## src/rtl/display_pkg.sv

```systemverilog
// Shared constants, FSM state and sample bundle
// for the 7-segment display readback block.
package display_pkg;

  localparam int SEG_W  = 7;
  localparam int DIGITS = 4;
  localparam int BCD_W  = 4;

  localparam logic [SEG_W-1:0] SEG_0     = 7'b1111110;
  localparam logic [SEG_W-1:0] SEG_1     = 7'b0110000;
  localparam logic [SEG_W-1:0] SEG_2     = 7'b1101101;
  localparam logic [SEG_W-1:0] SEG_3     = 7'b1111001;
  localparam logic [SEG_W-1:0] SEG_4     = 7'b0110011;
  localparam logic [SEG_W-1:0] SEG_5     = 7'b1011011;
  localparam logic [SEG_W-1:0] SEG_6     = 7'b1011111;
  localparam logic [SEG_W-1:0] SEG_7     = 7'b1110000;
  localparam logic [SEG_W-1:0] SEG_8     = 7'b1111111;
  localparam logic [SEG_W-1:0] SEG_9     = 7'b1111011;
  localparam logic [SEG_W-1:0] SEG_BLANK = 7'b0000000;

  typedef enum logic [1:0] {
    ST_IDLE  = 2'd0,
    ST_TRACK = 2'd1,
    ST_HOLD  = 2'd2
  } state_t;

  typedef struct packed {
    logic [SEG_W-1:0]  seg;
    logic [DIGITS-1:0] an;
  } sample_t;

  typedef logic [DIGITS-1:0][BCD_W-1:0] digits_t;

  function automatic logic is_onehot(
    input logic [DIGITS-1:0] v
  );
    return (v != '0) &&
           ((v & (v - DIGITS'(1))) == '0);
  endfunction

  // Caller masks to zero unless one-hot.
  function automatic logic [1:0] slot_of(
    input logic [DIGITS-1:0] oh
  );
    logic [1:0] s;
    s = 2'd0;
    unique case (1'b1)
      oh[0]:   s = 2'd0;
      oh[1]:   s = 2'd1;
      oh[2]:   s = 2'd2;
      oh[3]:   s = 2'd3;
      default: s = 2'd0;
    endcase
    return s;
  endfunction

endpackage

```

## src/rtl/seg_glyph_lookup.sv

```systemverilog
// Combinational 7-segment glyph decoder:
// pattern -> BCD digit, blank flag, validity.
module seg_glyph_lookup
  import display_pkg::*;
(
  input  logic [SEG_W-1:0] pat,
  output logic             valid,
  output logic             is_blank,
  output logic [BCD_W-1:0] digit
);

  always_comb begin
    valid    = 1'b1;
    is_blank = 1'b0;
    digit    = '0;
    unique case (pat)
      SEG_0:     digit = 4'd0;
      SEG_1:     digit = 4'd1;
      SEG_2:     digit = 4'd2;
      SEG_3:     digit = 4'd3;
      SEG_4:     digit = 4'd4;
      SEG_5:     digit = 4'd5;
      SEG_6:     digit = 4'd6;
      SEG_7:     digit = 4'd7;
      SEG_8:     digit = 4'd8;
      SEG_9:     digit = 4'd9;
      SEG_BLANK: is_blank = 1'b1;
      default:   valid = 1'b0;
    endcase
  end

endmodule

```

## src/rtl/display_readback.sv

```systemverilog
// Recovers BCD digits from a multiplexed 7-segment
// drive; publishes complete 4-digit frames only.
module display_readback
  import display_pkg::*;
#(
  parameter int STABLE_CYCLES = 4
) (
  input  logic                    clk,
  input  logic                    rst_n,
  input  logic [SEG_W-1:0]        seg,
  input  logic [DIGITS-1:0]       an,
  input  logic                    err_clr,
  output logic [DIGITS*BCD_W-1:0] bcd,
  output logic [DIGITS-1:0]       blank,
  output logic                    frame_valid,
  output logic                    err
);

  localparam int CNT_W = 4;
  localparam logic [CNT_W-1:0] CNT_MAX =
    CNT_W'(STABLE_CYCLES - 1);

  sample_t           cur_q;
  sample_t           prv_q;
  logic              changed;
  logic [CNT_W-1:0]  cnt_q;
  logic [CNT_W-1:0]  cnt_d;
  state_t            st_q;
  state_t            st_d;
  logic              try_cap;

  logic              g_valid;
  logic              g_blank;
  logic [BCD_W-1:0]  g_digit;
  logic              an_ok;
  logic [1:0]        slot;
  logic              cap;
  logic              err_set;
  logic              done;

  digits_t           dig_q;
  digits_t           dig_n;
  logic [DIGITS-1:0] blk_q;
  logic [DIGITS-1:0] blk_n;
  logic [DIGITS-1:0] mask_q;
  logic [DIGITS-1:0] mask_n;
  digits_t           bcd_q;
  logic [DIGITS-1:0] blank_q;
  logic              fv_q;
  logic              err_q;

  // Sample stage plus one-deep history for change detection.
  always_ff @(posedge clk or negedge rst_n) begin
    if (!rst_n) begin
      cur_q <= '0;
      prv_q <= '0;
    end else begin
      cur_q <= {seg, an};
      prv_q <= cur_q;
    end
  end

  assign changed = (cur_q != prv_q);

  // cnt_d is the dwell of the current sample,
  // so the capture decision sees it this cycle.
  always_comb begin
    cnt_d = '0;
    if (!changed) begin
      if (cnt_q == CNT_MAX) cnt_d = CNT_MAX;
      else                  cnt_d = cnt_q + CNT_W'(1);
    end
  end

  always_ff @(posedge clk or negedge rst_n) begin
    if (!rst_n) cnt_q <= '0;
    else        cnt_q <= cnt_d;
  end

  always_ff @(posedge clk or negedge rst_n) begin
    if (!rst_n) st_q <= ST_IDLE;
    else        st_q <= st_d;
  end

  always_comb begin
    st_d = st_q;
    if (changed) begin
      st_d = (cur_q.an == '0) ? ST_IDLE : ST_TRACK;
    end else begin
      unique case (st_q)
        ST_TRACK: if (cnt_d == CNT_MAX) st_d = ST_HOLD;
        default:  st_d = st_q;
      endcase
    end
  end

  always_comb begin
    try_cap = (st_q == ST_TRACK) && !changed &&
              (cnt_d == CNT_MAX);
  end

  seg_glyph_lookup u_glyph (
    .pat      (cur_q.seg),
    .valid    (g_valid),
    .is_blank (g_blank),
    .digit    (g_digit)
  );

  assign an_ok   = is_onehot(cur_q.an);
  assign slot    = slot_of(an_ok ? cur_q.an : '0);
  assign cap     = try_cap && an_ok && g_valid;
  assign err_set = try_cap && !(an_ok && g_valid);

  always_comb begin
    dig_n  = dig_q;
    blk_n  = blk_q;
    mask_n = mask_q;
    if (cap) begin
      dig_n[slot] = g_digit;
      blk_n[slot] = g_blank;
      mask_n      = mask_q | cur_q.an;
    end
  end

  assign done = cap && (mask_n == '1);

  // Frame outputs take the shadow including the slot written now.
  always_ff @(posedge clk or negedge rst_n) begin
    if (!rst_n) begin
      dig_q   <= '0;
      blk_q   <= '0;
      mask_q  <= '0;
      bcd_q   <= '0;
      blank_q <= '1;
      fv_q    <= 1'b0;
    end else begin
      dig_q  <= dig_n;
      blk_q  <= blk_n;
      mask_q <= done ? '0 : mask_n;
      fv_q   <= done;
      if (done) begin
        bcd_q   <= dig_n;
        blank_q <= blk_n;
      end
    end
  end

  always_ff @(posedge clk or negedge rst_n) begin
    if (!rst_n)       err_q <= 1'b0;
    else if (err_set) err_q <= 1'b1;
    else if (err_clr) err_q <= 1'b0;
  end

  assign bcd         = bcd_q;
  assign blank       = blank_q;
  assign frame_valid = fv_q;
  assign err         = err_q;

endmodule

```

## config.mk

```make
export PLATFORM = sky130hd
export DESIGN_NAME = display_readback
export DESIGN_NICKNAME = d
export VERILOG_FILES = /design/src/rtl/display_pkg.sv /design/src/rtl/seg_glyph_lookup.sv /design/src/rtl/display_readback.sv
export SDC_FILE = /design/constraint.sdc
export NUM_CORES = 1
export LEC_CHECK = 0
export ABC_CLOCK_PERIOD_IN_PS = 7600
export CAP_MARGIN = 10
export CORE_ASPECT_RATIO = 2
export CORE_MARGIN = 4
export CORE_UTILIZATION = 50
export DETAILED_ROUTE_END_ITERATION = 6
export PLACE_DENSITY = 0.71
export SYNTH_ARGS = -nofsm -noshare
export SYNTH_HDL_FRONTEND = slang
export SYNTH_SLANG_ARGS = --single-unit
```

## constraint.sdc

```tcl
create_clock -name clk -period 7.6 [get_ports clk]
set_input_delay 1.52 -clock clk [delete_from_list [all_inputs] [get_ports clk]]
set_output_delay 1.52 -clock clk [all_outputs]
set_load 0.005 [all_outputs]
```

# Yosys cells after proc, flatten, opt, wreduce, memory -nomap -nowiden
# Cells that the tools add are included.
dict set report totals {
  regBits 74
  output_inout_bits 22
  memories 0
  mem_bits_rw 0
  wordCells 83
  latchBits 0
  mem_bits_ro 0
  inputBits 14
}
dict set report op_classes {
  div_mod_pow 0
  n_eq_ne 15
  mux 23
  reduce_logical 20
  shift 0
  add_sub_neg 2
  order_cmp 2
  mul 0
  n_bitwise 2
}
# op count
set ops {}
lappend ops {{$eq A7 B7 Y1 const B} 8}
lappend ops {{$pmux W4 S9} 1}
lappend ops {{$mux W4} 7}
lappend ops {{$bwmux W16} 1}
lappend ops {{$mux W16} 1}
lappend ops {{$eq A7 B6 Y1 const B} 2}
lappend ops {{$ne A11 B11 Y1} 1}
lappend ops {{$reduce_or A11 Y1} 1}
lappend ops {{$logic_and A1 B1 Y1} 9}
lappend ops {{$demux W4 S2} 1}
lappend ops {{$eq A4 B2 Y1 const B} 2}
lappend ops {{$logic_not A4 Y1} 2}
lappend ops {{$logic_not A7 Y1} 1}
lappend ops {{$mux W1} 6}
lappend ops {{$mux W2} 3}
lappend ops {{$pmux W2 S3} 1}
lappend ops {{$reduce_bool A2 Y1} 3}
lappend ops {{$add A4 B1 Y4 const B} 1}
lappend ops {{$and A4 B4 Y4} 1}
lappend ops {{$bwmux W4} 1}
lappend ops {{$eq A4 B4 Y1 const B} 1}
lappend ops {{$or A4 B4 Y4} 1}
lappend ops {{$reduce_bool A4 Y1} 1}
lappend ops {{$sub A4 B1 Y4 const B} 1}
lappend ops {{other kinds (6)} 7}

# Depth between registers and ports, before layout
dict set report logic_depth {
  word_depth 12
  mapped_depth 9
  depth_no_buf 7
}

# Cells and area by module
# A second synthesis with hierarchy kept.
dict set report hier_totals {
  cells_unflattened 244
  area_unflattened_um2 3423.3
}
# mod area_per_inst_um2 n_inst cells_each seq_area_each_um2
set by_module_without_submodules {}
lappend by_module_without_submodules {display_readback 3210.6 1 212 1856.8}
lappend by_module_without_submodules {seg_glyph_lookup 212.7 1 32 0.0}

# Least setup slack after synthesis
# No wires, ideal clock.
dict set report synth_path {
  path_kind {reg-to-reg}
  start {register cur_q[4] in the netlist's numbering}
  end {register bcd_q, in the netlist bcd[0]}
  path_stages_with_launch 10
  n_path_buf 3
  path_slack_ns 4.648
  setup_time_ns 0.125
  arrival_time_ns 2.826
  t_required_ns 7.475
  synth_period_minus_slack_ns 2.952
  cell_sequence {dfrtp_1 buf_6 or4_4 or3_4 o21ai_2 and4b_1 buf_6 nor4b_4 buf_8 mux2_4}
}
dict set report synth_between {
  elab_chain_cells 9
  elab_cells_between_ends 27
  classes_between {eq/ne (13); mux (6); reduce/logical (8)}
}
# item line
set synth_lines {}
lappend synth_lines {{start: declaration} display_readback.sv:23} ;# sample_t cur_q;
lappend synth_lines {{start signal: assignment} display_readback.sv:58} ;# cur_q <= {seg, an};
lappend synth_lines {{$ne A11 B11 Y1} display_readback.sv:63} ;# assign changed = (cur_q != prv_q);
lappend synth_lines {{$mux W4 / $logic_not A1 Y1 (equally long branches)} {display_readback.sv:69, display_readback.sv:98}}
lappend synth_lines {{$eq A4 B2 Y1 / $logic_and A1 B1 Y1 (equally long branches)} {display_readback.sv:99, display_readback.sv:98}}
lappend synth_lines {{$logic_and A1 B1 Y1} display_readback.sv:98} ;# try_cap = (st_q == ST_TRACK) && !changed &&
lappend synth_lines {{$logic_and A1 B1 Y1 (2 in a row)} display_readback.sv:111} ;# assign cap = try_cap && an_ok && g_valid;
lappend synth_lines {{$mux W4} display_readback.sv:118} ;# if (cap) begin
lappend synth_lines {{$eq A4 B4 Y1} display_readback.sv:125} ;# assign done = cap && (mask_n == '1);
lappend synth_lines {{$logic_and A1 B1 Y1} display_readback.sv:125}
lappend synth_lines {{end signal: assignment} display_readback.sv:142} ;# bcd_q <= dig_n;
lappend synth_lines {{end: declaration} display_readback.sv:47} ;# digits_t bcd_q;
# Parallel ways exist; a longest one is shown, timed or not.
# A chain may end at the register's enable or synchronous reset.

# Worst setup path after layout
dict set report layout_path {
  start {register cur_q[4] in the netlist's numbering}
  end {register bcd_q, in the netlist bcd[12]}
}
# The elaborated chain is that of the path after synthesis.

==> impl_metrics.yaml <==
timing:
  rsz0062_at_grt: "false"
  fin_skew_ns: 0.00415
  fin_hold_ws_ns: 0.483
  max_freq_ghz: 0.316
  setup_viol: 0
  tightestPinTransition_ns: 1.07
  finalCritPeriodShare_pct: 41.7
  max_slew_margin_pct: 27.8
  final.setup.worst_slack_ns: 4.43
  min_period_ns: 3.17
  final_hold_viol_count: 0
  slew_violations: 0
  finalSetupTns_ns: 0
global_routing:
  track_usage_pct: 18.8
  overflow: 0
  grt_pass1_vias: 2393
  grt_pass1_wl_mm: 11.9
  grt_max_degree: 75
  antenna_found_initial: 0
synth:
  avgSynthCellArea_um2: 12.7
  synth.distinct_cells: 50
  synth_flop_cell: "dfrtp_1"
  synth_edf_count: 0
  netlist_area_um2: 3410
  synth_seq_cells: 74
  yosysSeqAreaShare_pct: 54.5
  syn_nets: 283
  synthCells: 268
  yosys_warnings: 0
  async_reset_ff_share_pct: 100
layout:
  diodes: 0
  n_fill_cell: 566
  finalNonFillerCells: 394
  fin_util_pct: 61.1
  multi_input_area_um2: 1410
  syn2layout_area_growth_pct: 18.8
  stdcell_area_um2: 4050
  fin_nets: 316
  area.sequential_um2: 1860
  drive_above_1_share_pct: 25.2
clocking:
  path_clk_slew_ns: 0.05
  cts_max_path_buffers: 2
  cts_resized: 0
  clk_latency_ns: 0.32
  cts_tree: "done"
  root_buffer: "clkbuf_16"
  hold_buffers: 0
  post_cts_buffers: 0
  cts_buffers: 9
  ctsHtreeMaxLevel: 3
  cts_sinks: 74
die:
  start_util_pct: 51.5
  die_area_um2: 8280
  die-height_um: 125
  fp-row-count: 42
  die_w_um: 66.4
  io-pin-count: 36
  core_area_um2: 6620
detailed_routing:
  dr.max_layer_used: "met4"
  routed_wl_mm: 6.78
  drtAntennaViolNets: 0
  dr_wl_met2_mm: 3.75
  wl_per_cell_um: 17.2
  initialDrtViolationCount: 112
  drc: 0
  num_vias: 2171
  first_pass_iters: 4
  met1_length_mm: 2.73
  vias_per_cell: 5.51
  wl_met3_um: 147
power:
  leakagePower_nw: 1.77
  vdd_drop_max_mv: 0.118
  sw_frac_of_total_pct: 21.0
  seqPwrFrac_pct: 50.2
  p_per_area_nw_per_um2: 202
  intPower_uw: 646
  p_clk_share_pct: 45.7
  finalPower_uw: 818
  switchingPower_uw: 172
  combPwrFrac_pct: 4.1
hold_path:
  hold_path_class: "reg2reg"
critical_path:
  crit_family: "simple AND/OR/NAND/NOR gates"
  slowest_stage: "or4_4"
  startpoint_type: "flop"
  cp_max_fo: 24
  critPathMaxStageDelay_ns: 0.58
  endpoint_kind: "flop"
  crit_buf_inv: 1
  cp_cell_sequence: "or4_4 > or3_4 > o21ai_2 > and4b_1 > nor4b_4 > buf_4 > mux2_2"
  required_ns: 7.81
  worstSetupPathType: "reg2reg"
  arrival_ns: 3.37
placed_design:
  hpwl_mm: 4.73
  dp.cells: 378
  gp_congestion: 0.829
  portBuffers: 35
  pre_cts_slack_ns: 4.44
  dpl-instance-area_um2: 3790
run:
  drv_cap: 0
outcome:
  status: "completed"
==> power groups by stage <==
| stage | combinational, mW | sequential [mW] | clock (mW) |
|---|---|---|---|
| 5_1_grt | 0.0380 | 0.412 | 0.398 |
| 6_report | 0.0336 | 0.411 | 0.374 |
| 3_3_place_gp | 0.0335 | 0.417 | 0 |
| 4_1_cts | 0.0342 | 0.410 | 0.381 |
| 2_1_floorplan | 0.0217 | 0.411 | 0 |
| 3_5_place_dp | 0.0338 | 0.417 | 0 |
==> cells in the mapped netlist (5+ instances only) <==
cell type,n,area (um^2)
clkbuf_1,9,33.8
nor2_1,13,48.8
nand2_1,10,37.5
mux2_4,16,240
a21oi_1,6,30.0
inv_1,14,52.6
mux2_2,34,383
o22ai_1,8,50.1
dfrtp_1,70,1750
o21ai_0,6,30.0
xor2_1,5,43.8
xnor2_1,8,70.1
==> metal layers <==
metal  vias to the layer above  GRT usage (%)
met1                      1101           22.5
met4                         0           9.70
li1                       1022              -
met2                        34           31.0
met5                         -              0
met3                        14           3.88
==> cell usage in the layout, fill, tap and decap left out, drive strengths merged, types with 2 or more instances in the layout <==
master / n
dfrtp: 70
mux2: 50
clkdlybuf4s50: 34
clkbuf: 16
inv: 14
nor2: 13
nand2: 10
xnor2: 8
o22ai: 8
o21ai: 7
a21oi: 6
or4: 6
xor2: 5
nor4: 5
nand2b: 4
nand3: 4
dfstp: 4
or3: 4
nor4b: 4
nor3: 3
buf: 3
nor2b: 2
nand4: 2
a31oi: 2
nor3b: 2
a21o: 2
o21ba: 2
o2bb2ai: 2
mux2i: 2
==> registers in the layout (all words and copies together), names as in the netlist <==
register,count
st_q,2
bcd,16
cnt_q,4
prv_q,11
err,1
frame_valid,1
blk_q,4
cur_q,11
dig_q,16
mask_q,4
blank,4
==> logic make-up after synthesis <==
family                   after synthesis  share of synthesized area [%]
AO/OA/AOI/OAI                         33                           6.42
AND/OR/NAND/NOR                       65                           12.0
adder cells (fa/ha/maj)                2                          0.661
flip-flops                            74                           54.5
buffers and inverters                 29                           4.22
multiplexers                          52                           18.9
XOR/XNOR                              13                           3.34
==> path summary, 6_finish.rpt <==
path / cells past startpoint / slack, ns / from / endpoint
max in group asynchronous: 2 / 5.60 / rst_n / bcd[4]
max reg2reg: 7 / 4.43 / cur_q[4] / bcd[12]
min: 1 / 0.48 / blk_q[2] / blk_q[2]
min reg2reg: 1 / 0.48 / blk_q[2] / blk_q[2]
max: 7 / 4.43 / cur_q[4] / bcd[12]
min in group asynchronous: 2 / 1.41 / rst_n / cur_q[3]
==> area by class of cell <==
type                       instances  share of cell area [%]
clock buffer                      16                    6.46
inverter                          14                    1.30
multi-input combinational        165                    34.8
sequential                        74                    45.9
tap                               88                    2.72
timing repair buffer              37                    8.90
No activity file was read; power rests on OpenSTA's default activity.
